File: config.mk
export PLATFORM = sky130hd
export DESIGN_NAME = lfsr_encrypt_engine
export DESIGN_NICKNAME = d
export VERILOG_FILES = /design/src/rtl/crypto_pkg.sv /design/src/rtl/lfsr_encrypt_engine_lfsr7.sv /design/src/rtl/lfsr_encrypt_engine.sv
export SDC_FILE = /design/constraint.sdc
export NUM_CORES = 1
export LEC_CHECK = 0
export ABC_CLOCK_PERIOD_IN_PS = 3670
export CORE_MARGIN = 4
export CORE_UTILIZATION = 55
export CTS_CLUSTER_DIAMETER = 40
export DETAILED_ROUTE_END_ITERATION = 16
export GPL_TIMING_DRIVEN = 0
export PLACE_DENSITY = 0.8
export SLEW_MARGIN = 20
export SYNTH_ARGS = -nofsm -noshare
export SYNTH_HDL_FRONTEND = slang
export SYNTH_HIERARCHICAL = 1
export SYNTH_SLANG_ARGS = --single-unit
File: constraint.sdc
create_clock -name Clk -period 3.67 [get_ports Clk]
set_clock_uncertainty 0.1 [all_clocks]
set_input_delay 1.101 -clock Clk [delete_from_list [all_inputs] [get_ports Clk]]
set_output_delay 1.101 -clock Clk [all_outputs]
set_load 0.05 [all_outputs]
File: src/rtl/crypto_pkg.sv
// Shared types, constants and LFSR helpers for the message encryptor.
package crypto_pkg;

    typedef enum logic [1:0] {
        StIdle,
        StCfg,
        StRun,
        StDone
    } state_t;

    localparam logic [7:0]  SPACE     = 8'h20;
    localparam int unsigned PRE_MIN   = 10;
    localparam int unsigned PRE_MAX   = 26;
    localparam int unsigned PAD_LIMIT = 61;

    function automatic logic [6:0] lfsr_next(input logic [6:0] state, input logic [6:0] taps);
        return {state[5:0], ^(state & taps)};
    endfunction

    function automatic logic [6:0] clamp_pre(input logic [7:0] raw);
        if (raw < 8'(PRE_MIN)) return 7'(PRE_MIN);
        if (raw > 8'(PRE_MAX)) return 7'(PRE_MAX);
        return raw[6:0];
    endfunction

endpackage

File: src/rtl/lfsr_encrypt_engine_lfsr7.sv
// 7-bit Fibonacci LFSR register; a zero seed is replaced by 1 so it never locks up.
module lfsr7
    import crypto_pkg::*;
(
    input  logic       clk,
    input  logic       rst,
    input  logic       load,
    input  logic [6:0] init,
    input  logic       advance,
    input  logic [6:0] taps,
    output logic [6:0] state
);

    logic [6:0] state_q;

    always_ff @(posedge clk or posedge rst) begin
        if (rst) begin
            state_q <= '0;
        end else if (load) begin
            state_q <= (init == 7'd0) ? 7'h01 : init;
        end else if (advance) begin
            state_q <= lfsr_next(state_q, taps);
        end
    end

    assign state = state_q;

endmodule

File: src/rtl/lfsr_encrypt_engine.sv
// Reads config and plaintext from data memory, pads to 64 bytes, XORs with an LFSR
// stream and writes parity-tagged ciphertext back, one byte per cycle.
module lfsr_encrypt_engine
    import crypto_pkg::*;
#(
    parameter int unsigned MSG_LEN  = 64,
    parameter int unsigned OUT_BASE = 64,
    parameter int unsigned CFG_BASE = 61
) (
    input  logic       Clk,
    input  logic       Reset,
    input  logic       Start,
    output logic       Ack,
    output logic [7:0] RdAddr,
    input  logic [7:0] RdData,
    output logic       WrEn,
    output logic [7:0] WrAddr,
    output logic [7:0] WrData
);

    state_t     state_q, state_d;
    logic [6:0] cnt_q, cnt_d;
    logic [6:0] pre_q, pre_d;
    logic [6:0] taps_q, taps_d;
    logic       armed_q, armed_d;
    logic       pad_q, pad_d;

    logic       lfsr_load, lfsr_advance;
    logic [6:0] lfsr_state;
    logic [6:0] rel;
    logic       in_data;
    logic [7:0] plain;
    logic [7:0] cipher_x;

    lfsr7 u_lfsr (
        .clk     (Clk),
        .rst     (Reset),
        .load    (lfsr_load),
        .init    (RdData[6:0]),
        .advance (lfsr_advance),
        .taps    (taps_q),
        .state   (lfsr_state)
    );

    always_ff @(posedge Clk or posedge Reset) begin
        if (Reset) begin
            state_q <= StIdle;
            cnt_q   <= '0;
            pre_q   <= '0;
            taps_q  <= '0;
            armed_q <= 1'b0;
            pad_q   <= 1'b0;
        end else begin
            state_q <= state_d;
            cnt_q   <= cnt_d;
            pre_q   <= pre_d;
            taps_q  <= taps_d;
            armed_q <= armed_d;
            pad_q   <= pad_d;
        end
    end

    // Start high overrides every state; launch needs a high-then-low sequence.
    always_comb begin
        state_d = state_q;
        cnt_d   = cnt_q;
        armed_d = armed_q;
        if (Start) begin
            state_d = StIdle;
            cnt_d   = '0;
            armed_d = 1'b1;
        end else begin
            case (state_q)
                StIdle: begin
                    if (armed_q) begin
                        state_d = StCfg;
                        cnt_d   = '0;
                        armed_d = 1'b0;
                    end
                end
                StCfg: begin
                    if (cnt_q == 7'd3) begin
                        state_d = StRun;
                        cnt_d   = '0;
                    end else begin
                        cnt_d = cnt_q + 7'd1;
                    end
                end
                StRun: begin
                    if (cnt_q == 7'(MSG_LEN)) begin
                        state_d = StDone;
                    end else begin
                        cnt_d = cnt_q + 7'd1;
                    end
                end
                StDone:  ;
                default: state_d = StIdle;
            endcase
        end
    end

    // In RUN, cycle i issues the read for byte i and writes byte i-1.
    always_comb begin
        rel          = cnt_q - pre_q;
        in_data      = (cnt_q >= pre_q) && (rel < 7'(PAD_LIMIT));
        plain        = pad_q ? SPACE : RdData;
        cipher_x     = plain ^ {1'b0, lfsr_state};
        RdAddr       = '0;
        WrEn         = 1'b0;
        WrAddr       = '0;
        WrData       = '0;
        pre_d        = pre_q;
        taps_d       = taps_q;
        pad_d        = pad_q;
        lfsr_load    = 1'b0;
        lfsr_advance = 1'b0;
        case (state_q)
            StCfg: begin
                if (cnt_q < 7'd3) begin
                    RdAddr = 8'(CFG_BASE) + {1'b0, cnt_q};
                end
                case (cnt_q)
                    7'd1:    pre_d     = clamp_pre(RdData);
                    7'd2:    taps_d    = RdData[6:0];
                    7'd3:    lfsr_load = 1'b1;
                    default: ;
                endcase
            end
            StRun: begin
                if (cnt_q < 7'(MSG_LEN)) begin
                    pad_d = !in_data;
                    if (in_data) begin
                        RdAddr = {1'b0, rel};
                    end
                end
                if (cnt_q != 7'd0) begin
                    WrEn         = 1'b1;
                    WrAddr       = 8'(OUT_BASE) + {1'b0, cnt_q - 7'd1};
                    WrData       = {^cipher_x[6:0], cipher_x[6:0]};
                    lfsr_advance = 1'b1;
                end
            end
            default: ;
        endcase
    end

    assign Ack = (state_q == StDone);

endmodule

# ---- Yosys cells after proc, flatten, opt, wreduce, memory -nomap -nowiden
# Index checks and enable logic that the tools add are counted.
dict set report word_totals {
  ff_bits 32
  inputBits 11
  out_inout_bits 26
  wordCells 85
}
dict set report op_classes {
  n_addsub 5
  magnitude_cmp 6
  eq_ne 11
  n_mux 39
  bitwise 2
  n_reduce_logical 15
}
# operator n
set ops {}
lappend ops {{$mux W7} 14}
lappend ops {{$mux W8} 5}
lappend ops {{$pmux W7 S3} 1}
lappend ops {{$pmux W8 S2} 1}
lappend ops {{$eq A7 B2 Y1 const B} 2}
lappend ops {{$reduce_xor A7 Y1} 2}
lappend ops {{$mux W1} 13}
lappend ops {{$ne A3 B3 Y1 const B} 4}
lappend ops {{$add A6 B7 Y8 const A} 1}
lappend ops {{$add A7 B7 Y8 const A} 1}
lappend ops {{$gt A8 B5 Y1 const B} 1}
lappend ops {{$lt A8 B4 Y1 const B} 1}
lappend ops {{$mux W2} 4}
lappend ops {{$add A7 B1 Y7 const B} 1}
lappend ops {{$and A7 B7 Y7} 1}
lappend ops {{$eq A7 B1 Y1 const B} 1}
lappend ops {{$eq A7 B7 Y1 const B} 1}
lappend ops {{$ge A7 B7 Y1} 1}
lappend ops {{$logic_not A7 Y1} 1}
lappend ops {{$lt A7 B2 Y1 const B} 1}
lappend ops {{$lt A7 B6 Y1 const B} 1}
lappend ops {{$lt A7 B7 Y1 const B} 1}
lappend ops {{$reduce_bool A7 Y1} 1}
lappend ops {{$sub A7 B1 Y7 const B} 1}
lappend ops {{other kinds (13)} 17}

# ---- Logic depth before layout (Yosys ltp)
# Gate-level depths: netlist of run 1.
dict set report depth {
  depth_word 9
  ltp_mapped 12
  ltp_nobuf 8
}

# ---- By module
# Netlist of run 1, hierarchy kept.
# mod n_inst cells_each area_per_inst_um2
set by_module_without_submodules {}
lappend by_module_without_submodules {lfsr_encrypt_engine 1 257 2208.4}
lappend by_module_without_submodules {lfsr7 1 46 425.4}

# ---- Worst setup path before layout of run 1
# No wires, ideal clock.
dict set report synth_timing {
  kind {reg-to-output}
  from {register cnt_q[0]}
  to {output port RdAddr[0]}
  arrival_ns 3.523
  path_slack_ns -1.054
  stages_incl_launch_ff 9
  path_buffers 0
  cell_sequence {dfrtp_1 inv_1 ha_1 fa_1 nand2b_1 a21oi_1 mux2i_1 nand4_1 o41ai_1}
}
dict set report synth_via {
  elab_chain_cells 6
  word_cells_on_any_way 11
  classes_between {add/sub (2); order compare (4); mux (4); reduce/logical (1)}
}
# item line
set synth_lines {}
lappend synth_lines {{start, declared} lfsr_encrypt_engine.sv:22} ;# logic [6:0] cnt_q, cnt_d;
lappend synth_lines {{start signal, assigned} lfsr_encrypt_engine.sv:55} ;# cnt_q <= cnt_d;
lappend synth_lines {{$sub A7 B7 Y7} lfsr_encrypt_engine.sv:104} ;# rel = cnt_q - pre_q;
lappend synth_lines {{$lt A7 B6 Y1} lfsr_encrypt_engine.sv:105} ;# in_data = (cnt_q >= pre_q) && (rel < 7'(PAD_LIMIT));
lappend synth_lines {{$logic_and A1 B1 Y1} lfsr_encrypt_engine.sv:105}
lappend synth_lines {{$mux W7} lfsr_encrypt_engine.sv:132} ;# if (in_data) begin
lappend synth_lines {{$mux W7} lfsr_encrypt_engine.sv:130} ;# if (cnt_q < 7'(MSG_LEN)) begin
lappend synth_lines {{$pmux W8 S2 (*)} lfsr_encrypt_engine.sv:117} ;# case (state_q)
lappend synth_lines {{end, declared} lfsr_encrypt_engine.sv:14} ;# output logic [7:0] RdAddr,
# Mark *: on every way between the ends. The rest lies on a longest branch, timed or not.

# ---- Worst setup path after layout of run 1
# Same ends and word-level chain as after synthesis.

==> impl_metrics.toml, run 1 <==
[outcome]
status = "complete, but fails checks"
violations = "negative setup slack"

[yosys]
synth.distinct_cells = 50
ys_seq_area_share_pct = 30.40
synth_compound_area_share_pct = 14.58
syn-instance-count = 303
synth-adder-area-share_pct = 8.361
yosys.area_share.simple_pct = 23.42
avgSynthCellArea_um2 = 8.692
synth_fp_nets = 331
synth_top_family_by_area = "simple AND/OR/NAND/NOR gates"
synthTopCellsByArea = "dfrtp_1, ha_1, xnor2_1"
synth_area_leader_cell = "dfrtp_1"
synth_xor_area_share_pct = 12.07
synthesis.area_mm2 = 0.002634
synth_flop_cell = "dfrtp_1"
async_flop_share_pct = 100.0
synth-seq-cells = 32
synthMuxAreaShare_pct = 5.606
yosysWarnings = 6
synth_edf_count = 0
synth_top_area_share_pct = 30.40

[sta]
period_share_pct = 105.0
drv_slew = 0
hold_violations = 0
tightest_slew_ps = 978.2
fin_crit_ps = 3852
slew_headroom_pct = 34.71
max_freq_mhz = 259.6
setup_violations = 5
rsz0062_at_grt = "yes"
hold_ws_ps = 385.7
worst_slack_ps = -182.2

[grt]
groute.usage.overall_pct = 24.34
grt_pass1_vias = 2333
antenna_found_initial = 0
gr-total-overflow = 0
grt_max_degree = 26
grt_pass1_wl_mm = 11.65

[clocking]
clockBufferDepth = 2
clk_latency_ps = 280
cts_buffers = 5
postCtsHoldBufs = 0
cts_max_level = 2
clk_pin_slew_ps = 70
cts.sinks = 32
clock-root-buffer = "clkbuf_8"
cts_tree = "built"

[finish]
final_common_cell = "nand2_1"
syn2layout_area_growth_pct = 33.40
layout_common_cells = "nand2_1, nor2_1, dfrtp_1, inv_1, buf_4"
drive_gt1_share_pct = 27.67
nNetsFinal = 392
num_antenna_cells = 0

[critical_path]
reg2reg_depth = 12
worst-path-max-fanout = 4
crit_chain = "inv_4 > ha_4 > fa_2 > xor2_2 > a21o_1 > or3b_4 > nor4_4 > buf_6 > o41ai_4 > buf_6"
slowest_delay_ps = 420
worst_setup_path_start_kind = "register"
crit_cells = 10
critPathBufInv = 3
worst_ep_required_time_ps = 2470
critPathTopFamily = "simple AND/OR/NAND/NOR gates"
crit_start = "cnt_q[0]$_DFFE_PP0P_"
critPathKind = "register to primary output"
critPathArrivalTime_ps = 2650
r2r-start = "cnt_q[3]$_DFFE_PP0P_"
cp_common_cell = "buf_6"
critPathSlowestCell = "or3b_4"
cp-end-kind = "primary output"

[floorplan]
core_mm2 = 0.004504
die_y_um = 77.20
dieArea_mm2 = 0.005960
start_util_pct = 58.47
io_pins = 37
rows = 24
dieWidth_um = 77.20

[routing]
avgViaCountPerCell = 5.719
drt_iter0_markers = 156
vias = 2385
antenna_left = 0
dr.pass1.iters = 5
avgRoutedWirePerCell_um = 17.24
wirelength_mm = 7.187
drc_errors = 0

[min_path]
hold_class = "register to register"
whs_path_depth = 2
hp-start = "pre_q[2]$_DFFE_PP0P_"

[power]
leakagePower_uw = 0.001668
finalPower_uw = 1643
p_per_area_mw_per_mm2 = 467.7
vdd.ir_drop.worst_mv = 0.4194

[job]
max-cap-violations = 0

[placed_design]
dp.final_hpwl_mm = 5.087
io_buffers = 35
gp_congestion = 0.8693
-- per-stage QoR --
| step | util [%] | std cells | instance area (um^2) | setup WS, ps | TNS (ps) |
|---|---|---|---|---|---|
| after floorplan | - | 303 | 2774 | -330.0 | -1445 |
| after global placement | 70.81 | 390 | 3189 | -1064 | -10510 |
| after detailed placement | 70.81 | 390 | 3189 | -1111 | -10970 |
| after CTS | 76.53 | 410 | 3447 | -218.0 | -740.0 |
| after global routing | 78.00 | 417 | 3513 | -275.8 | -1134 |
| final | 78.00 | 417 | 3513 | -182.2 | -615.1 |
-- report_power, final --
| group | switching (uW) | internal, uW | leakage (uW) |
|---|---|---|---|
| sequential | 60.2 | 407 | 0.000361 |
| combinational | 493 | 402 | 0.00126 |
| clock | 127 | 153 | 0.0000455 |
| total | 681 | 962 | 0.00167 |
-- worst min-delay path, delay by kind of cell, from the launching register on --
family	cells	cell delay (ps)
AO/OA/AOI/OAI	1	60
flip-flops	1	340
AND/OR/NAND/NOR	1	50
-- metal layers --
metal	GRT usage [%]	vias to the layer above	wire length, um
met4	7.473	0	76
met1	32.05	1159	3216
met3	3.513	7	275
met5	0	-	0
met2	41.19	50	3619
li1	-	1169	-
-- sequential cells by signal, summed over array words and instances (netlist names) --
name	cells
cnt_q	7
pre_q	7
taps_q	7
u_lfsr/state	7
state_q	2
armed_q	1
pad_q	1
-- kinds of logic after synthesis --
group | count (synthesis)
xor+xnor | 30
flops | 32
fa+ha+maj | 17
mux | 14
buf+inv | 32
other cells | 1
compound gates | 56
simple gates | 121
-- cell usage after synthesis (all sizes together) (4+ instances only) --
master and instances:
nand2 35, nor2 33, dfrtp 32, inv 22, xnor2 19, o21ai 17, ha 16, nor2b 10
a21oi 9, mux2i 8, buf 7, nor3 7, xor2 7, a31oi 6, and3 6, mux2 6
nand3 6, o41ai 6, nand4 5, nor4 4, xnor3 4
-- repair_timing --
action                     4_1_cts  5_1_grt
pin swaps                       11        9
setup buffers                   12        7
setup endpoints to repair       24       24
gates resized for setup        154       13
-- final timing paths --
path / to / slack (ps)
max: RdAddr[0] / -180
max reg2reg: u_lfsr/state[0]$_DFFE_PP0P_ / 970
max in group asynchronous: cnt_q[1]$_DFFE_PP0P_ / 1540
min reg2reg: pre_q[2]$_DFFE_PP0P_ / 390
min in group asynchronous: u_lfsr/state[4]$_DFFE_PP0P_ / 980
min: pre_q[2]$_DFFE_PP0P_ / 390
-- area by class of cell --
cell class / instances / area, um^2
multi-input combinational: 239 / 1971
timing repair buffer: 54 / 435.4
clock buffer: 8 / 90.09
sequential: 32 / 804.5
buffer: 10 / 62.56
tap: 52 / 65.06
fill: 313 / 991.0
inverter: 22 / 85.08
(Power assumes the default switching activity.)
==> run 2, diff against run 1 <==
--- a/config.mk
+++ b/config.mk
@@ -7,11 +7,14 @@
 export LEC_CHECK = 0
 export ABC_CLOCK_PERIOD_IN_PS = 3670
 export CORE_MARGIN = 4
-export CORE_UTILIZATION = 55
+export CORE_UTILIZATION = 57
+export CTS_BUF_LIST = sky130_fd_sc_hd__clkbuf_8
 export CTS_CLUSTER_DIAMETER = 40
 export DETAILED_ROUTE_END_ITERATION = 16
+export GPL_ROUTABILITY_DRIVEN = 0
 export GPL_TIMING_DRIVEN = 0
-export PLACE_DENSITY = 0.8
+export PLACE_DENSITY = 0.83
+export SKIP_CTS_REPAIR_TIMING = 1
 export SLEW_MARGIN = 20
 export SYNTH_ARGS = -nofsm -noshare
 export SYNTH_HDL_FRONTEND = slang
==> impl_metrics.toml, run 2 (same netlist as run 1, synthesis figures left out) <==
[grt]
busiest_layer = "met2"
grt_pass1_wl_mm = 11.03
grt_max_degree = 26
grt_use_met2_pct = 36.99
globalRouteMet3Util_pct = 4.492
groute.usage.overall_pct = 23.33
grt_use_met1_pct = 31.47
antenna_found_initial = 0
grt_pass1_vias = 2260
gr-total-overflow = 0

[placed_design]
dpl_worst_slack_ps = -1047
dp.final_hpwl_mm = 5.002
io_buffers = 35
post-place-cells = 390

[power]
leakagePower_uw = 0.001731
p_per_area_mw_per_mm2 = 467.1
vdd.ir_drop.worst_mv = 0.4280

[floorplan]
dieWidth_um = 75.98
die_y_um = 75.98
dieArea_mm2 = 0.005772
rows = 24
start_util_pct = 59.67
io_pins = 37
core_mm2 = 0.004414

[sta]
setup_violations = 6
tns_ps = -1257
hold_violations = 0
hold_ws_ps = 401.8
slew_headroom_pct = 62.66
tightest_slew_ps = 559.3
drv_slew = 0
fin_crit_ps = 3973
rsz0062_at_grt = "yes"
worst_slack_ps = -303.4
max_freq_mhz = 251.7
period_share_pct = 108.3

[routing]
drc_errors = 0
wirelength_mm = 7.063
drt_iter0_markers = 106
avgRoutedWirePerCell_um = 17.31
vias = 2424
antenna_left = 0
dr.pass1.iters = 4
avgViaCountPerCell = 5.941

[critical_path]
critPathKind = "register to primary output"
crit_chain = "inv_4 > ha_4 > fa_2 > xor2_2 > a21o_1 > or3b_4 > nor4_4 > buf_6 > o41ai_4 > buf_6"
critPathSlowestCell = "dfrtp_2"
worst_ep_required_time_ps = 2470
worst-path-max-fanout = 5
critPathArrivalTime_ps = 2770
worst_setup_path_start_kind = "register"
crit_start = "cnt_q[0]$_DFFE_PP0P_"
cp_common_cell = "buf_6"
r2r-start = "cnt_q[3]$_DFFE_PP0P_"
slowest_delay_ps = 420
cp-end-kind = "primary output"

[min_path]
hp-start = "pre_q[2]$_DFFE_PP0P_"
hold_class = "register to register"

[clocking]
cts_tree = "built"
clockBufferDepth = 2
cts.sinks = 32
cts_buffers = 5
clk_latency_ps = 290
clk_pin_slew_ps = 70
clock-root-buffer = "clkbuf_8"
cts_max_level = 2

[finish]
syn2layout_area_growth_pct = 29.69
layout_common_cells = "nand2_1, nor2_1, dfrtp_1, inv_1"
post-route-util_pct = 77.38
instances_no_fill = 408
drive_gt1_share_pct = 25.56
nNetsFinal = 384
final_common_cell = "nand2_1"
num_antenna_cells = 0

[outcome]
status = "complete, but fails checks"
violations = "negative setup slack"

[job]
max-cap-violations = 0
## run 2: cell count changes in the layout (fill, tap and decap cells not counted), sizes merged, moves of 2 or more
cell	change
dlymetal6s2s	+9
buf	-16
clkbuf	+5
dlygate4sd2	-7
clkdlybuf4s15	-2
## run 2: worst max-delay path, delay by kind of cell (launching register included)
family / cells / cell delay, ps
flops: 1 / 420
compound gates: 2 / 270
buf+inv: 3 / 430
xor+xnor: 1 / 190
simple gates: 2 / 650
fa+ha+maj: 2 / 540
## run 2: area by class of cell
type,count,area [um^2]
Buffer,10,62.56
Clock buffer,5,68.82
Clock inverter,2,8.758
Fill cell,305,998.5
Inverter,22,85.08
Multi-Input combinational cell,239,1933
Sequential cell,32,803.3
Tap cell,52,65.06
Timing Repair Buffer,46,389.1
## run 2: stage by stage
stage / power, uW / instance area (um^2)
3_3_place_gp: 1237 / 3189
6_report: 1595 / 3416
3_5_place_dp: 1260 / 3189
5_1_grt: 1691 / 3416
4_1_cts: 1519 / 3267
2_1_floorplan: 1079 / 2774
## run 2: per-layer routing
metal	vias to the layer above	share of wire (%)
li1	1159	-
met1	1190	42
met3	9	5.4
met5	-	0
met2	66	51
met4	0	1.4
## run 2: worst paths after layout
path / cells after the start / slack, ps / end
worst max-delay path: 10 / -300 / RdAddr[0]
worst min-delay path: 2 / 400 / pre_q[2]$_DFFE_PP0P_
worst max register to register: 12 / 900 / u_lfsr/state[0]$_DFFE_PP0P_
worst min register to register: 2 / 400 / pre_q[2]$_DFFE_PP0P_
max in group asynchronous: 2 / 1950 / cnt_q[0]$_DFFE_PP0P_
min in group asynchronous: 2 / 990 / u_lfsr/state[5]$_DFFE_PP0P_
## run 2: report_power, final
group / total [uW] / leakage [uW] / internal, uW / switching (uW)
registers: 472 / 0.000363 / 407 / 65.2
clock network: 258 / 0.0000452 / 126 / 132
logic: 865 / 0.00132 / 379 / 485
